### src/rtl/seg7_display_ctrl.sv
// 8-digit multiplexed common-anode 7-segment driver for a 16-bit value,
// shown as 4 hex digits or 5 decimal digits (optionally signed) via double-dabble.
module seg7_display_ctrl #(
    parameter int unsigned COUNT_MAX = 100000
) (
    input  logic        clk,
    input  logic        rst,
    input  logic [15:0] value,
    input  logic        dec_mode,
    input  logic        dec_signed,
    output logic        conv_done,
    output logic [7:0]  anodes,
    output logic [6:0]  segments,
    output logic        dp
);

    localparam int unsigned CNT_W   = (COUNT_MAX > 1) ? $clog2(COUNT_MAX) : 1;
    localparam int unsigned VAL_W   = 16;
    localparam int unsigned BCD_W   = 20;
    localparam int unsigned SEG_W   = 7;
    localparam int unsigned SLOT_N  = 8;
    localparam int unsigned IDX_W   = 3;
    localparam int unsigned ITER_W  = 4;

    localparam logic [CNT_W-1:0]  CNT_LAST  = CNT_W'(COUNT_MAX - 1);
    localparam logic [ITER_W-1:0] ITER_LAST = ITER_W'(VAL_W - 1);
    localparam logic [SEG_W-1:0]  SEG_BLANK = 7'h7F;
    localparam logic [SEG_W-1:0]  SEG_MINUS = 7'h3F;

    localparam logic [1:0] ST_IDLE   = 2'd0;
    localparam logic [1:0] ST_SHIFT  = 2'd1;
    localparam logic [1:0] ST_COMMIT = 2'd2;

    function automatic logic [SEG_W-1:0] seg_code(input logic [3:0] d);
        logic [SEG_W-1:0] s;
        case (d)
            4'h0:    s = 7'h40;
            4'h1:    s = 7'h79;
            4'h2:    s = 7'h24;
            4'h3:    s = 7'h30;
            4'h4:    s = 7'h19;
            4'h5:    s = 7'h12;
            4'h6:    s = 7'h02;
            4'h7:    s = 7'h78;
            4'h8:    s = 7'h00;
            4'h9:    s = 7'h10;
            4'hA:    s = 7'h08;
            4'hB:    s = 7'h03;
            4'hC:    s = 7'h46;
            4'hD:    s = 7'h21;
            4'hE:    s = 7'h06;
            default: s = 7'h0E;
        endcase
        return s;
    endfunction

    logic [1:0]                   state_q,     state_d;
    logic [ITER_W-1:0]            iter_q,      iter_d;
    logic [VAL_W-1:0]             mag_q,       mag_d;
    logic [BCD_W-1:0]             bcd_q,       bcd_d;
    logic [VAL_W-1:0]             shd_value_q, shd_value_d;
    logic                         shd_dec_q,   shd_dec_d;
    logic                         shd_neg_q,   shd_neg_d;
    logic                         conv_done_q, conv_done_d;
    logic [SLOT_N-1:0][SEG_W-1:0] disp_seg_q,  disp_seg_d;
    logic [CNT_W-1:0]             cnt_q,       cnt_d;
    logic [IDX_W-1:0]             idx_q,       idx_d;
    logic [SLOT_N-1:0]            anodes_q,    anodes_d;
    logic [SEG_W-1:0]             segments_q,  segments_d;

    logic                         in_neg_c;
    logic [VAL_W-1:0]             in_mag_c;
    logic [BCD_W-1:0]             bcd_adj_c;
    logic [4:0]                   dec_show_c;

    // 16 bits hold the magnitude: -32768 wraps to 16'h8000, read unsigned as 32768.
    assign in_neg_c = dec_signed & value[15];
    assign in_mag_c = in_neg_c ? (16'd0 - value) : value;

    for (genvar n = 0; n < 5; n++) begin : g_adj
        assign bcd_adj_c[4*n +: 4] = (bcd_q[4*n +: 4] >= 4'd5) ? (bcd_q[4*n +: 4] + 4'd3)
                                                              : bcd_q[4*n +: 4];
    end

    // Leading-zero blanking: a decimal slot shows if it or any higher slot is non-zero.
    assign dec_show_c[4] = (bcd_q[19:16] != 4'd0);
    assign dec_show_c[3] = dec_show_c[4] | (bcd_q[15:12] != 4'd0);
    assign dec_show_c[2] = dec_show_c[3] | (bcd_q[11:8]  != 4'd0);
    assign dec_show_c[1] = dec_show_c[2] | (bcd_q[7:4]   != 4'd0);
    assign dec_show_c[0] = 1'b1;

    // Converter: IDLE sample, 16 shift-add-3 steps, COMMIT digits.
    always_comb begin
        state_d     = state_q;
        iter_d      = iter_q;
        mag_d       = mag_q;
        bcd_d       = bcd_q;
        shd_value_d = shd_value_q;
        shd_dec_d   = shd_dec_q;
        shd_neg_d   = shd_neg_q;
        conv_done_d = 1'b0;
        disp_seg_d  = disp_seg_q;

        case (state_q)
            ST_IDLE: begin
                shd_value_d = value;
                shd_dec_d   = dec_mode;
                shd_neg_d   = dec_mode & in_neg_c;
                mag_d       = in_mag_c;
                bcd_d       = '0;
                iter_d      = '0;
                state_d     = ST_SHIFT;
            end
            ST_SHIFT: begin
                bcd_d  = BCD_W'({bcd_adj_c, mag_q[VAL_W-1]});
                mag_d  = {mag_q[VAL_W-2:0], 1'b0};
                iter_d = iter_q + ITER_W'(1);
                if (iter_q == ITER_LAST) begin
                    state_d     = ST_COMMIT;
                    conv_done_d = 1'b1;
                end
            end
            ST_COMMIT: begin
                for (int s = 0; s < SLOT_N; s++) begin
                    disp_seg_d[s] = SEG_BLANK;
                end
                if (shd_dec_q) begin
                    for (int s = 0; s < 5; s++) begin
                        if (dec_show_c[s]) begin
                            disp_seg_d[s] = seg_code(bcd_q[4*s +: 4]);
                        end
                    end
                    if (shd_neg_q) begin
                        disp_seg_d[5] = SEG_MINUS;
                    end
                end else begin
                    for (int s = 0; s < 4; s++) begin
                        disp_seg_d[s] = seg_code(shd_value_q[4*s +: 4]);
                    end
                end
                state_d = ST_IDLE;
            end
            default: state_d = ST_IDLE;
        endcase
    end

    // Refresh scan; a blank slot keeps every anode and segment off.
    always_comb begin
        cnt_d      = cnt_q + CNT_W'(1);
        idx_d      = idx_q;
        anodes_d   = 8'hFF;
        segments_d = disp_seg_q[idx_q];
        if (cnt_q == CNT_LAST) begin
            cnt_d = '0;
            idx_d = idx_q + IDX_W'(1);
        end
        if (disp_seg_q[idx_q] != SEG_BLANK) begin
            anodes_d = ~(8'd1 << idx_q);
        end
    end

    always_ff @(posedge clk) begin
        if (rst) begin
            state_q     <= ST_IDLE;
            iter_q      <= '0;
            mag_q       <= '0;
            bcd_q       <= '0;
            shd_value_q <= '0;
            shd_dec_q   <= 1'b0;
            shd_neg_q   <= 1'b0;
            conv_done_q <= 1'b0;
            disp_seg_q  <= {SLOT_N{SEG_BLANK}};
            cnt_q       <= '0;
            idx_q       <= '0;
            anodes_q    <= 8'hFF;
            segments_q  <= SEG_BLANK;
        end else begin
            state_q     <= state_d;
            iter_q      <= iter_d;
            mag_q       <= mag_d;
            bcd_q       <= bcd_d;
            shd_value_q <= shd_value_d;
            shd_dec_q   <= shd_dec_d;
            shd_neg_q   <= shd_neg_d;
            conv_done_q <= conv_done_d;
            disp_seg_q  <= disp_seg_d;
            cnt_q       <= cnt_d;
            idx_q       <= idx_d;
            anodes_q    <= anodes_d;
            segments_q  <= segments_d;
        end
    end

    assign conv_done = conv_done_q;
    assign anodes    = anodes_q;
    assign segments  = segments_q;
    assign dp        = 1'b1;

endmodule

### config.mk
export PLATFORM = sky130hd
export DESIGN_NAME = seg7_display_ctrl
export DESIGN_NICKNAME = d
export VERILOG_FILES = /design/src/rtl/seg7_display_ctrl.sv
export SDC_FILE = /design/constraint.sdc
export NUM_CORES = 1
export LEC_CHECK = 0
export CAP_MARGIN = 25
export CELL_PAD_IN_SITES_DETAIL_PLACEMENT = 0
export CELL_PAD_IN_SITES_GLOBAL_PLACEMENT = 2
export CORE_AREA = 2 2 207 209
export CTS_CLUSTER_DIAMETER = 120
export DETAILED_ROUTE_END_ITERATION = 10
export DIE_AREA = 0 0 209 211
export PLACE_DENSITY = 0.54
export SKIP_CTS_REPAIR_TIMING = 1
export SLEW_MARGIN = 20
export SYNTH_ARGS = -nofsm -noshare
export SYNTH_HDL_FRONTEND = slang
export SYNTH_SLANG_ARGS = --single-unit
export TNS_END_PERCENT = 20
### constraint.sdc
create_clock -name clk -period 3.68 [get_ports clk]
set_input_delay 0.552 -clock clk [delete_from_list [all_inputs] [get_ports clk]]
set_output_delay 0.552 -clock clk [all_outputs]
set_load 0.02 [all_outputs]
==> out/qor.yml, run 1 <==
job:
  drv_cap: 0
synth:
  ys_seq_area_share_pct: 37.6
  yosysUniqueCellTypes: 81
  synth_edf_count: 0
  synth_nets: 1292
  ys_seq_elements: 195
  syn_inst: 1196
  ys.flop_type: "dfxtp_1"
  syn_area_um2: 10400
  ys_warn_count: 0
  syn_area_per_cell_um2: 8.67
  async_flop_share_pct: 0
clock_network:
  clockRootBuffer: "clkbuf_16"
  tritoncts: "built"
  clkLatencyLatePin_ns: 0.46
  cts-buffers-inserted: 17
  clkSinkCount: 195
  clk_pin_slew_worst_paths_ns: 0.08
  htreeDepth: 4
  clk_path_buf_depth: 2
setup_path:
  crit_required_ns: 4.00
  arrival_ns: 3.18
  cpPeakStageDelay_ns: 0.62
  crit_fanout: 23
  slowest_stage: "dfxtp_2"
  crit_type: "reg2reg"
  end_kind: "flop"
  cp_cell_sequence: "or3b_1 -> a2111o_1 -> o211ai_1 -> inv_1 -> ha_1 -> o311ai_0 -> o31ai_1"
  critPathLaunchType: "flop"
  crit_family: "compound AO/OA/AOI/OAI gates"
  crit_buf_inv: 1
global_route:
  grt_max_degree: 49
  gr-total-overflow: 0
  grt_usage_pct: 13.9
  grt_pass1_vias: 8228
  grt_first_pass_wirelength_um: 47900
  antenna_found_initial: 1
routing:
  wl_met3_um: 777
  drtPass1Iterations: 5
  drtIter0Drc: 506
  drt-wirelength-per-cell_um: 16.9
  met2_length_um: 13400
  routed_via_density: 4.73
  met1_length_um: 15200
  routed.top_layer: "met4"
  num_vias: 8298
  drc: 0
  postRouteAntennaNets: 0
  wl_um: 29700
timing:
  period_minus_slack_ns: 2.86
  setup_tns_ns: 0
  maxSlewHeadroom_pct: 37.9
  finClkSkew_ns: 0.0110
  worstMarginPinSlew_ns: 0.929
  fmax_mhz: 350
  post-route-period-util_pct: 77.6
  slew_violations: 0
  rsz0062_at_grt: "false"
  finalSetupViolCount: 0
  hold_viol_final: 0
finish:
  final_core_util_pct: 28.3
  antenna_cells: 0
  final_cells: 1755
  fin_nets: 1299
  layout-drive-gt1-share_pct: 8.96
  n_fill_cell: 4450
  layout-area-overhead-vs-synth_pct: 14.1
run_status:
  status: "finished clean"
pwr:
  leakage_nw: 4.56
  power_density_nw_per_um2: 378
  ir_drop_mv: 0.235
die:
  die_x_um: 209
  rows: 75
  start_util_pct: 24.8
  die_h_um: 211
  pin_count: 37
  die_area_um2: 44100
  core_area_um2: 41800
placement:
  dp_hpwl_um: 21800
  io_buffers: 35
  dpl.cell_count: 1723
  gp_congestion: 0.774
min_path:
  min_path_type: "reg2reg"
[cells in the mapped netlist, drive strengths merged, types with 6 or more instances]
cell type / n / share of area [%]
nand2: 116 / 4.2
or3b: 7 / 0.59
nand3: 41 / 2.0
nor2b: 12 / 0.72
a21o: 7 / 0.51
nor3b: 6 / 0.43
and2: 9 / 0.54
ha: 76 / 9.2
buf: 30 / 1.9
mux2i: 41 / 4.0
nand2b: 11 / 0.66
a21oi: 76 / 3.7
a31oi: 8 / 0.54
clkbuf: 44 / 1.6
a2111o: 6 / 0.65
o31ai: 7 / 0.51
a22oi: 7 / 0.51
nor3: 11 / 0.58
o21ai: 77 / 3.7
xnor2: 17 / 1.4
dfxtp: 195 / 38
or2: 12 / 0.72
nor2: 81 / 3.0
nand4b: 6 / 0.51
mux2: 13 / 1.4
nand4: 11 / 0.66
or3: 8 / 0.48
o221ai: 7 / 0.59
nor4: 6 / 0.36
o211ai: 15 / 1.1
o32ai: 8 / 0.68
a211oi: 9 / 0.65
xor2: 15 / 1.3
o22ai: 41 / 2.5
and3: 14 / 0.84
inv: 68 / 2.5
[through the flow]
stage                     worst slack [ns]  hold WS, ns  area, µm²  power [W]
final                                0.824        0.440      11800    0.00448
after global routing                 0.533        0.448      11800    0.00468
after CTS                            0.811        0.428      11800    0.00456
after detailed placement             0.749        0.431      11200    0.00260
after global placement               0.750        0.423      11200    0.00260
after floorplan                      0.914        0.412      10400    0.00246
[power by group]
part / leakage, nW / switching [W] / internal [W]
sequential: 1.59 / 0.0000366 / 0.00217
combinational: 2.68 / 0.000210 / 0.000131
clock: 0.292 / 0.000945 / 0.000988
total: 4.56 / 0.00119 / 0.00329
[path summary, 6_finish.rpt]
check / from / endpoint / cells past startpoint / slack [ns]
max: state_q[0] / flop / 7 / 0.82
min reg2reg: cnt_q[0] / cnt_q[0] / 1 / 0.44
max reg2reg: state_q[0] / flop / 7 / 0.82
min: cnt_q[0] / cnt_q[0] / 1 / 0.44
[metal layers]
layer	global-route usage (%)	vias up
li1	-	4273
met1	19.4	3915
met2	22.2	94
met3	2.45	16
met4	3.50	0
met5	0	-
[worst register-to-register path: cells and delay by family, from the launching register on]
family | cells | cell delay [ns]
DFF | 1 | 0.62
and+or+nand+nor | 1 | 0.55
buffers and inverters | 1 | 0.19
adders and majority gates | 1 | 0.27
AOI/OAI and AO/OA | 4 | 1.10
[placed cells by master, fill, tap and decap left out, drive strengths merged, types with 6 or more instances in the layout]
cell           instances
a2111o                 6
a211oi                 9
a21o                   7
a21oi                 76
a22oi                  7
a31oi                  8
and2                   9
and3                  14
buf                   28
clkbuf                18
clkdlybuf4s50         34
dfxtp                195
ha                    76
inv                   78
mux2                  13
mux2i                 41
nand2                116
nand2b                11
nand3                 41
nand4                 11
nand4b                 6
nor2                  81
nor2b                 12
nor3                  11
nor3b                  6
nor4                   6
o211ai                15
o21ai                 77
o221ai                 7
o22ai                 41
o31ai                  7
o32ai                  8
or2                   12
or3                    8
or3b                   7
xnor2                 17
xor2                  15
[cell families (layout without fill, tap and decap cells)]
group | Yosys count | after routing | share of synthesized area (%)
adders and majority gates | 76 | 76 | 9.17
muxes | 57 | 57 | 6.02
and+or+nand+nor | 373 | 373 | 18.3
other | 1 | 1 | 0.0362
xor gates and xnor gates | 32 | 32 | 2.70
DFF | 195 | 195 | 37.6
AOI/OAI and AO/OA | 318 | 318 | 20.2
buffers and inverters | 144 | 164 | 6.00
[final cells by class]
type                    count  area (µm²)  area share (%)
clock buffers              18         439            3.71
clock inverters            14         158            1.33
inverters                  70         263            2.22
multi-input cells         857        5840            49.4
flip-flops and latches    195        3910            33.0
well taps                 539         674            5.70
repair buffers             62         551            4.65
No activity file was read; power rests on OpenSTA's default activity.
==> run 2: changes to the inputs <==
clock period = 3 ns   (was 3.68 ns; I/O delays follow)
==> run 2 against run 1 <==
  * Via count up 1.0%
  * Flip-flop and latch count stayed put
  * Final cell count increased by 1.1%
  * Combinational power up 30%
  * Setup slack got worse by 0.53 ns
  * Critical path depth up 3
  * Register-to-register slack worse by 0.53 ns
  * Hold slack barely moved
==> out/qor.yml, run 2 (same netlist as run 1, synthesis figures left out) <==
die:
  pin_count: 37
  die_h_um: 211
  die_x_um: 209
  die_area_um2: 44100
  start_util_pct: 24.8
  core_area_um2: 41800
  rows: 75
min_path:
  min_from: "cnt_q[0]"
  min_path_type: "reg2reg"
  hold_depth: 1
  hold_end: "cnt_q[0]"
clock_network:
  clkSinkCount: 195
  clockRootBuffer: "clkbuf_16"
  tritoncts: "built"
  clk_path_buf_depth: 2
  clk_pin_slew_worst_paths_ns: 0.08
  clkLatencyLatePin_ns: 0.46
  htreeDepth: 4
  cts-buffers-inserted: 17
setup_path:
  arrival_ns: 3.05
  crit_required_ns: 3.34
  end_kind: "flop"
  cp-startpoint: "bcd_q[5]"
  worstReg2RegStart: "bcd_q[5]"
  critPathLaunchType: "flop"
  worst_r2r_path_depth: 10
  crit_type: "reg2reg"
  r2r_slack_ns: 0.30
  crit_fanout: 6
global_route:
  grt_pass1_vias: 8369
  grt_first_pass_wirelength_um: 48700
  antenna_found_initial: 2
  gr-total-overflow: 0
  grt_usage_pct: 14.2
  grt_max_degree: 76
placement:
  postPlaceCellArea_um2: 11400
  io_buffers: 35
  dpl.cell_count: 1743
  dp_hpwl_um: 22100
  gp_congestion: 0.794
timing:
  finClkSkew_ns: 0.0113
  slew_violations: 0
  period_minus_slack_ns: 2.70
  hold_viol_final: 0
  worstMarginPinSlew_ns: 0.746
  setup_tns_ns: 0
  finalSetupViolCount: 0
  rsz0062_at_grt: "false"
  holdWs_ns: 0.440
  post-route-period-util_pct: 90.1
  maxSlewHeadroom_pct: 50.2
  fmax_mhz: 370
pwr:
  power_density_nw_per_um2: 465
  finalPower_w: 0.00559
  ir_drop_mv: 0.286
  leakage_nw: 4.67
finish:
  final_cells: 1775
  stdcell_area_um2: 12000
  final_common_cell: "dfxtp_1"
  layout-drive-gt1-share_pct: 10.2
  final_cell_mix: "dfxtp_1 (193), nand2_1 (116), nor2_1 (80), o21ai_0 (77), ha_1 (76)"
  fin_nets: 1319
  layout-area-overhead-vs-synth_pct: 16.0
  antenna_cells: 0
routing:
  wl_um: 30200
  postRouteAntennaNets: 0
  drt-wirelength-per-cell_um: 17.0
  drc: 0
  num_vias: 8384
  drtIter0Drc: 394
  drtPass1Iterations: 5
  routed_via_density: 4.72
run_status:
  status: "finished clean"
job:
  drv_cap: 0
==> run 2: stage by stage <==
| step | utilization (%) | worst slack, ns |
|---|---|---|
| 6_report | 28.8 | 0.298 |
| 3_3_place_gp | 27.3 | 0.288 |
| 2_1_floorplan | - | 0.336 |
| 4_1_cts | 28.8 | 0.297 |
| 3_5_place_dp | 27.3 | 0.288 |
| 5_1_grt | 28.8 | 0.0154 |
==> run 2: layer usage <==
metal	global-route usage, %	part of all wire [%]	vias up
met5	0	0	-
met1	19.4	51	3923
met3	2.65	2.7	17
li1	-	-	4333
met2	23.3	45	111
met4	3.18	0.91	0
==> run 2: how the worst max path moves through the flow <==
| stage | end | slack (ns) | cells after the start |
|---|---|---|---|
| 3_5_place_dp | mag_q[11] | 0.29 | 6 |
| 4_1_cts | flop | 0.30 | 10 |
| 5_1_grt | flop | 0.02 | 10 |
| 3_3_place_gp | flop | 0.29 | 6 |
| 6_report | flop | 0.30 | 10 |
| 2_1_floorplan | flop | 0.34 | 9 |
==> run 2: worst max-delay path, stage by stage (launching register included) <==
cell and delay (ns):
dfxtp_1 0.37, inv_1 0.11, ha_1 0.20, nand2b_1 0.22, a2111o_1 0.46, o211ai_1 0.27, inv_1 0.21, ha_1 0.33
nor2b_1 0.16, a211oi_1 0.21, a31oi_1 0.06
==> run 2: cell type report <==
type                    count  area, µm²
repair buffers             82        726
clock buffers              23        478
fillers                  4464      29700
well taps                 539        674
flip-flops and latches    195       3910
clock inverters             9        141
inverters                  70        263
multi-input cells         857       5840
==> run 2: power by group <==
group | leakage (nW) | switching, W | internal [W]
registers | 1.59 | 0.0000382 | 0.00266
logic | 2.79 | 0.000271 | 0.000173
clock network | 0.299 | 0.00106 | 0.00139
total | 4.67 | 0.00137 | 0.00422
==> run 3: changes to the inputs <==
clock period = 3.1 ns   (was 3 ns; I/O delays follow)
==> run 3 against run 2 <==
  * Count of clock-buffer cells in the layout decreased by 5
  * Utilization down 0.21 points
  * Sequential share of layout area up 0.24 points
  * Highest routed layer unchanged
  * Setup slack got worse by 0.010 ns
==> out/qor.yml, run 3 (same netlist as run 1, synthesis figures left out) <==
run_status:
  status: "finished clean"
setup_path:
  crit_family: "simple AND/OR/NAND/NOR gates"
  crit_type: "reg2reg"
  cp_cell_sequence: "inv_1 -> ha_1 -> nand2b_1 -> a2111oi_0 -> nor3_1 -> nor2_1 -> inv_1 -> ha_1 -> mux2_2 -> mux2_2"
  crit_buf_inv: 2
  slowest_stage: "dfxtp_1"
  cpPeakStageDelay_ns: 0.41
  critPathLaunchType: "flop"
  end_kind: "flop"
  crit_fanout: 6
  arrival_ns: 3.15
  crit_required_ns: 3.44
global_route:
  grt_pass1_vias: 8208
  antenna_found_initial: 0
  grt_usage_pct: 13.7
  grt_max_degree: 56
  gr-total-overflow: 0
  grt_first_pass_wirelength_um: 47000
timing:
  finalSetupViolCount: 0
  rsz0062_at_grt: "false"
  setup_ws_ns: 0.288
  period_minus_slack_ns: 2.81
  post-route-period-util_pct: 90.7
  setup_tns_ns: 0
  fmax_mhz: 356
  slew_violations: 0
  worstMarginPinSlew_ns: 0.723
  maxSlewHeadroom_pct: 51.7
  hold_viol_final: 0
  finClkSkew_ns: 0.00749
die:
  die_x_um: 209
  die_area_um2: 44100
  rows: 75
  start_util_pct: 24.8
  core_area_um2: 41800
  pin_count: 37
  die_h_um: 211
clock_network:
  clkSinkCount: 195
  htreeDepth: 4
  clkLatencyLatePin_ns: 0.45
  clk_path_buf_depth: 2
  cts-buffers-inserted: 17
  clk_pin_slew_worst_paths_ns: 0.07
  clockRootBuffer: "clkbuf_16"
  tritoncts: "built"
pwr:
  ir_drop_mv: 0.298
  power_density_nw_per_um2: 453
  leakage_nw: 4.61
routing:
  drtPass1Iterations: 4
  routed_via_density: 4.69
  drc: 0
  wl_um: 29500
  num_vias: 8280
  postRouteAntennaNets: 0
  drtIter0Drc: 458
  drt-wirelength-per-cell_um: 16.7
placement:
  place_ws_ns: 0.314
  dpl.cell_count: 1734
  gp_congestion: 0.731
  io_buffers: 35
  dp_hpwl_um: 21400
finish:
  fin_nets: 1310
  final_cell_mix: "dfxtp_1 (193), nand2_1 (116), nor2_1 (80), o21ai_0 (77), ha_1 (76)"
  layout-area-overhead-vs-synth_pct: 15.2
  antenna_cells: 0
  final_common_cell: "dfxtp_1"
  layout-drive-gt1-share_pct: 9.55
  final_cells: 1764
min_path:
  min_path_type: "in2reg"
job:
  drv_cap: 0
## run 3: changes by cell type in the layout (fill, tap and decap cells not counted), sizes merged
cell      change
bufinv        +1
clkbuf        -5
buf           -9
clkinv        -1
clkinvlp      +3
## run 3: cell type report
class,count,area (µm²)
Fill cell,4464,29800
Multi-Input combinational cell,857,5840
Sequential cell,195,3910
Tap cell,539,674
Timing Repair Buffer,73,646
Clock buffer,18,429
Inverter,70,263
Clock inverter,12,181
## run 3: power breakdown
part           switching (W)  internal, W  total, W
Clock                0.00103      0.00135   0.00238
Sequential         0.0000398      0.00257   0.00261
Combinational       0.000253     0.000161  0.000414
## run 3: worst paths after layout
path                               start  cells after the start   endpoint  slack (ns)
worst max-delay path            bcd_q[1]                     10       flop        0.29
worst min register to register  cnt_q[0]                      1   cnt_q[0]        0.43
worst min-delay path                 rst                      2  bcd_q[10]        0.34
worst max register to register  bcd_q[1]                     10       flop        0.29
## run 3: routing by layer
layer	up-vias	global-route usage, %	wire length, µm
li1	4307	-	-
met1	3861	18.8	14900
met2	89	22.0	13300
met3	23	2.65	841
met4	0	3.92	441
met5	-	0	0
## run 3: through the flow
stage	hold slack [ns]	cell area, µm²	util, %	total power, W
2_1_floorplan	0.412	10400	-	0.00292
3_3_place_gp	0.427	11300	27.1	0.00309
3_5_place_dp	0.428	11300	27.1	0.00309
4_1_cts	0.308	11900	28.6	0.00552
5_1_grt	0.335	11900	28.6	0.00565
6_report	0.338	11900	28.6	0.00541
